`config.mk`:
```
export PLATFORM = sky130hd
export DESIGN_NAME = input_source_arbiter_flat
export DESIGN_NICKNAME = d
export VERILOG_FILES = /design/src/rtl/input_source_arbiter_pkg.sv /design/src/rtl/input_source_arbiter_if.sv /design/src/rtl/input_source_arbiter_player.sv /design/src/rtl/input_source_arbiter.sv /design/src/flat_wrapper.sv
export SDC_FILE = /design/constraint.sdc
export NUM_CORES = 1
export LEC_CHECK = 0
export ABC_AREA = 1
export BUFFER_PORTS_ARGS = -buffer_cell sky130_fd_sc_hd__buf_2
export CAP_MARGIN = 15
export CORE_AREA = 4 4 88 90
export DETAILED_ROUTE_END_ITERATION = 8
export DIE_AREA = 0 0 92 94
export PLACE_DENSITY = 0.67
export SLEW_MARGIN = 20
export SYNTH_ARGS = -nofsm -noshare
export SYNTH_HDL_FRONTEND = slang
export SYNTH_SLANG_ARGS = --single-unit
```
`constraint.sdc`:
```
create_clock -name clk -period 4.5 [get_ports clk]
set_input_delay 0.225 -clock clk [delete_from_list [all_inputs] [get_ports clk]]
set_output_delay 0.225 -clock clk [all_outputs]
set_load 0.01 [all_outputs]
```
`src/rtl/input_source_arbiter_pkg.sv`:
```
// Shared encodings for the paddle input-source arbiter: mode codes, owner/state
// codes and default idle timeout.
package input_source_arbiter_pkg;

  typedef enum logic [1:0] {
    MODE_BTN  = 2'd0,
    MODE_UART = 2'd1,
    MODE_AUTO = 2'd2,
    MODE_OFF  = 2'd3
  } mode_e;

  // Owner codes double as the per-player FSM state codes.
  typedef enum logic [1:0] {
    SRC_NONE = 2'd0,
    SRC_BTN  = 2'd1,
    SRC_UART = 2'd2
  } src_e;

  localparam int unsigned IDLE_CYCLES_DEF = 32'd50000000;
  localparam int unsigned CNT_W_DEF       = 32'd26;

  function automatic logic [1:0] cancel_conflict(input logic [1:0] pair);
    return (pair == 2'b11) ? 2'b00 : pair;
  endfunction

endpackage

```
`src/rtl/input_source_arbiter_if.sv`:
```
// Bundle of command inputs and paddle outputs between the input front end and
// the paddle motion logic.
interface input_source_arbiter_if;
  logic [1:0] mode;
  logic [3:0] btn_cmd;
  logic [3:0] uart_cmd;
  logic [1:0] uart_evt;
  logic       p1_up;
  logic       p1_down;
  logic       p2_up;
  logic       p2_down;
  logic [1:0] p1_src;
  logic [1:0] p2_src;

  modport master (
    output mode, btn_cmd, uart_cmd, uart_evt,
    input  p1_up, p1_down, p2_up, p2_down, p1_src, p2_src
  );

  modport slave (
    input  mode, btn_cmd, uart_cmd, uart_evt,
    output p1_up, p1_down, p2_up, p2_down, p1_src, p2_src
  );
endinterface

```
`src/rtl/input_source_arbiter_player.sv`:
```
// One player's ownership FSM with idle/stuck-key timeout, source pair select
// and up+down cancel; outputs registered one cycle after the inputs.
module player_owner_fsm
  import input_source_arbiter_pkg::*;
#(
  parameter int unsigned IDLE_CYCLES  = IDLE_CYCLES_DEF,
  parameter int unsigned CNT_W        = CNT_W_DEF,
  parameter int unsigned BTN_PRIORITY = 32'd1
) (
  input  logic       clk,
  input  logic       rst,
  input  mode_e      mode,
  input  logic [1:0] btn_pair,
  input  logic [1:0] uart_pair,
  input  logic       uart_evt,
  output logic       up,
  output logic       down,
  output logic [1:0] src
);

  localparam logic [CNT_W-1:0] CNT_LAST = CNT_W'(IDLE_CYCLES - 32'd1);
  localparam logic [CNT_W-1:0] CNT_ZERO = {CNT_W{1'b0}};
  localparam logic [CNT_W-1:0] CNT_ONE  = CNT_W'(32'd1);
  localparam logic             BTN_WINS = (BTN_PRIORITY != 32'd0);

  src_e             state_r, state_s;
  logic [CNT_W-1:0] cnt_r, cnt_s;
  logic             btn_act_s;
  logic [1:0]       pair_s;
  src_e             src_s;
  logic             up_r, down_r;
  src_e             src_r;

  assign btn_act_s = |btn_pair;

  // Ownership next-state and idle counter; the counter stops at CNT_LAST.
  always_comb begin
    state_s = state_r;
    cnt_s   = cnt_r;
    if (mode != MODE_AUTO) begin
      state_s = SRC_NONE;
      cnt_s   = CNT_ZERO;
    end else begin
      case (state_r)
        SRC_NONE: begin
          cnt_s = CNT_ZERO;
          if (btn_act_s && (!uart_evt || BTN_WINS)) begin
            state_s = SRC_BTN;
          end else if (uart_evt) begin
            state_s = SRC_UART;
          end else begin
            state_s = SRC_NONE;
          end
        end
        SRC_BTN, SRC_UART: begin
          if ((state_r == SRC_BTN) ? btn_act_s : uart_evt) begin
            cnt_s = CNT_ZERO;
          end else if (cnt_r >= CNT_LAST) begin
            state_s = SRC_NONE;
            cnt_s   = CNT_ZERO;
          end else begin
            cnt_s = cnt_r + CNT_ONE;
          end
        end
        default: begin
          state_s = SRC_NONE;
          cnt_s   = CNT_ZERO;
        end
      endcase
    end
  end

  // Command pair and owner code, taken from the next state so the output lags inputs by one edge.
  always_comb begin
    pair_s = 2'b00;
    src_s  = SRC_NONE;
    case (mode)
      MODE_BTN: begin
        pair_s = btn_pair;
        src_s  = SRC_BTN;
      end
      MODE_UART: begin
        pair_s = uart_pair;
        src_s  = SRC_UART;
      end
      MODE_AUTO: begin
        src_s = state_s;
        case (state_s)
          SRC_BTN:  pair_s = btn_pair;
          SRC_UART: pair_s = uart_pair;
          default:  pair_s = 2'b00;
        endcase
      end
      default: begin
        pair_s = 2'b00;
        src_s  = SRC_NONE;
      end
    endcase
  end

  // State, counter and registered outputs.
  always_ff @(posedge clk) begin
    if (!rst) begin
      state_r <= SRC_NONE;
      cnt_r   <= CNT_ZERO;
      up_r    <= 1'b0;
      down_r  <= 1'b0;
      src_r   <= SRC_NONE;
    end else begin
      state_r          <= state_s;
      cnt_r            <= cnt_s;
      {down_r, up_r}   <= cancel_conflict(pair_s);
      src_r            <= src_s;
    end
  end

  assign up   = up_r;
  assign down = down_r;
  assign src  = src_r;

endmodule

```
`src/rtl/input_source_arbiter.sv`:
```
// Per-player paddle arbiter between debounced buttons and the UART command
// stream; decodes mode and slices the per-player command bits.
module input_source_arbiter
  import input_source_arbiter_pkg::*;
#(
  parameter int unsigned IDLE_CYCLES  = IDLE_CYCLES_DEF,
  parameter int unsigned CNT_W        = CNT_W_DEF,
  parameter int unsigned BTN_PRIORITY = 32'd1
) (
  input  logic                  clk,
  input  logic                  rst,
  input_source_arbiter_if.slave bus
);

  mode_e mode_s;

  assign mode_s = mode_e'(bus.mode);

  player_owner_fsm #(
    .IDLE_CYCLES (IDLE_CYCLES),
    .CNT_W       (CNT_W),
    .BTN_PRIORITY(BTN_PRIORITY)
  ) u_p1 (
    .clk      (clk),
    .rst      (rst),
    .mode     (mode_s),
    .btn_pair (bus.btn_cmd[1:0]),
    .uart_pair(bus.uart_cmd[1:0]),
    .uart_evt (bus.uart_evt[0]),
    .up       (bus.p1_up),
    .down     (bus.p1_down),
    .src      (bus.p1_src)
  );

  player_owner_fsm #(
    .IDLE_CYCLES (IDLE_CYCLES),
    .CNT_W       (CNT_W),
    .BTN_PRIORITY(BTN_PRIORITY)
  ) u_p2 (
    .clk      (clk),
    .rst      (rst),
    .mode     (mode_s),
    .btn_pair (bus.btn_cmd[3:2]),
    .uart_pair(bus.uart_cmd[3:2]),
    .uart_evt (bus.uart_evt[1]),
    .up       (bus.p2_up),
    .down     (bus.p2_down),
    .src      (bus.p2_src)
  );

endmodule
```
`src/flat_wrapper.sv`:
```
// flat-port wrapper written by rule: the top's interface ports become plain ports
module input_source_arbiter_flat import input_source_arbiter_pkg::*;
#(
  parameter int unsigned IDLE_CYCLES  = IDLE_CYCLES_DEF,
  parameter int unsigned CNT_W        = CNT_W_DEF,
  parameter int unsigned BTN_PRIORITY = 32'd1
)
  (clk, rst, bus_mode, bus_btn_cmd, bus_uart_cmd, bus_uart_evt, bus_p1_up, bus_p1_down, bus_p2_up, bus_p2_down, bus_p1_src, bus_p2_src);
  input_source_arbiter_if bus_i ();
  input  logic clk;
  input  logic rst;
  input wire logic [$bits(bus_i.mode)-1:0] bus_mode;
  input wire logic [$bits(bus_i.btn_cmd)-1:0] bus_btn_cmd;
  input wire logic [$bits(bus_i.uart_cmd)-1:0] bus_uart_cmd;
  input wire logic [$bits(bus_i.uart_evt)-1:0] bus_uart_evt;
  output wire logic [$bits(bus_i.p1_up)-1:0] bus_p1_up;
  output wire logic [$bits(bus_i.p1_down)-1:0] bus_p1_down;
  output wire logic [$bits(bus_i.p2_up)-1:0] bus_p2_up;
  output wire logic [$bits(bus_i.p2_down)-1:0] bus_p2_down;
  output wire logic [$bits(bus_i.p1_src)-1:0] bus_p1_src;
  output wire logic [$bits(bus_i.p2_src)-1:0] bus_p2_src;
  assign bus_i.mode = bus_mode;
  assign bus_i.btn_cmd = bus_btn_cmd;
  assign bus_i.uart_cmd = bus_uart_cmd;
  assign bus_i.uart_evt = bus_uart_evt;
  assign bus_p1_up = bus_i.p1_up;
  assign bus_p1_down = bus_i.p1_down;
  assign bus_p2_up = bus_i.p2_up;
  assign bus_p2_down = bus_i.p2_down;
  assign bus_p1_src = bus_i.p1_src;
  assign bus_p2_src = bus_i.p2_src;
  input_source_arbiter #(.IDLE_CYCLES(IDLE_CYCLES), .CNT_W(CNT_W), .BTN_PRIORITY(BTN_PRIORITY)) u_core (.clk(clk), .rst(rst), .bus(bus_i));
endmodule
```
==> reports/metrics.csv <==
stage;metric;value;unit
clock_tree;hold_buffers;0;
place;dpl.hpwl;5140;um
finish;antenna_cells;0;
timing;tightest_slew;0.665;ns
route;first_pass_iters;4;
worst_setup_path;cpMaxStageDelayCell;dfxtp_1;
worst_hold_path;hold_class;primary input to flop;
worst_setup_path;reg2reg_from;u_core.u_p2.cnt_r[0]$_SDFF_PP0_;
route;drc;0;
die;initial_core_util;0.487;
yosys;yosysUniqueCellTypes;35;
global_routing;grt_max_degree;27;
route;dr.max_layer_used;met4;
die;die-height;94;um
status;status;finished clean;
power;power;1040;uW
place;portBuffers;21;
worst_setup_path;startpoint;u_core.u_p2.cnt_r[0]$_SDFF_PP0_;
flow_run;drv_cap;0;
timing;skew;0.00680;ns
finish;final_common_cell;nand2_1;
clock_tree;path_clk_slew;0.07;ns
clock_tree;cts_sinks;64;
yosys;syn_area_per_cell;6.98;um^2
clock_tree;cts_buffers;9;
finish;areaGrowthSynthToFinish;10.6;%
timing;drv_slew;0;
yosys;synth_edf_count;0;
route;wl_met3;197;um
timing;slew_headroom;0.556;
worst_hold_path;hp-start;rst;
yosys;synthFlopType;dfxtp_1;
global_routing;grt_pass1_wl;11800;um
die;dieArea;8650;um^2
clock_tree;htree_levels;3;
route;wirelength;6800;um
clock_tree;cts.repair.resized;0;
power;p_per_area;272;nW/um^2
route;wl_met2;3140;um
yosys;syn_area;3440;um^2
worst_setup_path;crit_path_cell_trace;ha_1 > nand2_1 > inv_1 > nand2_1 > nand2_1 > nand3_1 > nand3_1 > nand2_1 > nand2_1 > nand2_1 > nand2_1 > inv_1 > ha_1 > or2_2 > o21ai_0 > a22oi_1 > nor3b_1;
die;rows;31;
global_routing;grt_usage;0.169;
clock_tree;cts_max_path_buffers;2;
worst_setup_path;cpMostUsedCell;nand2_1;
yosys;netlist_top_cells_area;dfxtp_1 37%, nand2_1 13%, nor2_1 9.2%;
route;wl_per_cell;10.9;um
die;core;7060;um^2
finish;num-nets-final;546;
yosys;synthArstFlopShare;0;
clock_tree;insertion_delay;0.34;ns
timing;hold_violations;0;
yosys;syn_inst;493;
yosys;yosys_warnings;0;
route;first_iter_violations;107;
yosys;synth_top_cell_by_area;dfxtp_1;
yosys;seq_area_frac_synth;0.372;
timing;period_needed;2.63;ns
die;dieWidth;92;um
timing;tns;0;ns
yosys;synth_top_area_share;0.372;
place;pre_cts_slack;1.91;ns
finish;drive_gt1_frac;0.118;
clock_tree;clock-root-buffer;clkbuf_8;
clock_tree;tritoncts;yes;
timing;layout_setup_ws;1.87;ns
clock_tree;cts_setup_buffers;0;
global_routing;overflow;0;
worst_setup_path;cp.required;4.72;ns
timing;setup_viol;0;
worst_setup_path;slowest_delay;0.37;ns
yosys;ys_ff_latch;64;
timing;fin_crit_sh;0.584;
yosys;synth_nets;519;
finish;mostFrequentLayoutCells;119 x nand2_1, 84 x nor2_1, 64 x inv_1, 64 x dfxtp_1;
global_routing;antenna_found_initial;0;
route;via_count;2956;
timing;rsz0062_at_grt;no;
die;io_pins;22;
route;ant_nets;0;
worst_setup_path;cp_data_arrival_time;2.85;ns
worst_setup_path;critical_path_class;flop to flop;
timing;fmax;380;MHz
power;leakagePower;0.00148;uW
power;peakVddDrop;0.148;mV
worst_setup_path;startpoint_type;flop;
route;via_per_inst;4.74;
worst_setup_path;crit_fanout;4;
place;gp_congestion;0.860;
global_routing;grt_pass1_vias;2876;
worst_setup_path;endpoint_kind;flop;
route;wl_met1;3290;um
## kinds of logic after synthesis
logic type	Yosys count	share of synthesized area
flops	64	0.372
xor+xnor	25	0.0636
buf+inv	73	0.0825
fa+ha+maj	12	0.0436
compound gates	33	0.0538
simple gates	286	0.384
## critical path, delay by kind of cell (launching register included)
| family | cells | cell delay [ns] |
|---|---|---|
| buffers and inverters | 2 | 0.14 |
| and+or+nand+nor | 11 | 1.23 |
| DFF | 1 | 0.37 |
| adders and majority gates | 2 | 0.44 |
| AOI/OAI and AO/OA | 2 | 0.34 |
## state kept, by name, indices dropped and copies added (netlist names)
signal / flops
u_core.u_p2.up: 1
u_core.u_p2.down: 1
u_core.u_p2.state_r: 2
u_core.u_p1.down: 1
u_core.u_p2.src: 2
u_core.u_p1.state_r: 2
u_core.u_p1.cnt_r: 26
u_core.u_p2.cnt_r: 26
u_core.u_p1.up: 1
u_core.u_p1.src: 2
## path summary, 6_finish.rpt
kind                                           to  cells after the start  slack [ns]
setup / recovery      u_core.u_p2.down$_SDFF_PP0_                     17        1.87
hold / removal      u_core.u_p1.src[1]$_SDFF_PN0_                      3        0.15
setup reg to reg      u_core.u_p2.down$_SDFF_PP0_                     17        1.87
hold reg to reg   u_core.u_p1.cnt_r[0]$_SDFF_PP0_                      1        0.46
## cell usage after synthesis (5+ instances only)
cell type / count
xnor2_1: 8
nand3_1: 21
o21ai_0: 8
dfxtp_1: 64
xor2_1: 17
nand2_1: 119
nor3_1: 11
nand4_1: 13
nor3b_1: 10
nor2_2: 5
ha_1: 12
nor2_1: 84
inv_1: 64
a21oi_1: 16
## metal layers
| layer | GRT usage | up-vias |
|---|---|---|
| met4 | 0.0903 | 0 |
| met1 | 0.204 | 1291 |
| met3 | 0.0345 | 18 |
| met2 | 0.283 | 40 |
| li1 | - | 1607 |
| met5 | 0 | - |
## layout make-up
cell class | count | area [um^2]
flip-flops and latches | 64 | 1280
inverters | 68 | 255
fillers | 729 | 3250
repair buffers | 21 | 105
clock inverters | 4 | 20.0
clock buffers | 12 | 145
multi-input cells | 356 | 1880
well taps | 99 | 124
## per-stage QoR
step / cell area (um^2) / hold WS (ns) / cells / util
floorplan: 3440 / 0.350 / 493 / -
global placement: 3640 / 0.442 / 608 / 0.516
detailed placement: 3640 / 0.451 / 608 / 0.516
CTS: 3810 / 0.137 / 624 / 0.539
global route: 3810 / 0.151 / 624 / 0.539
finish: 3810 / 0.155 / 624 / 0.539
## where the power goes
group          total (uW)  internal (uW)  switching, uW
Sequential            573            571           1.83
Clock                 423            211            212
Combinational        39.9           16.2           23.7
Total                1040            798            237
Power figures use the tool's default switching activity.
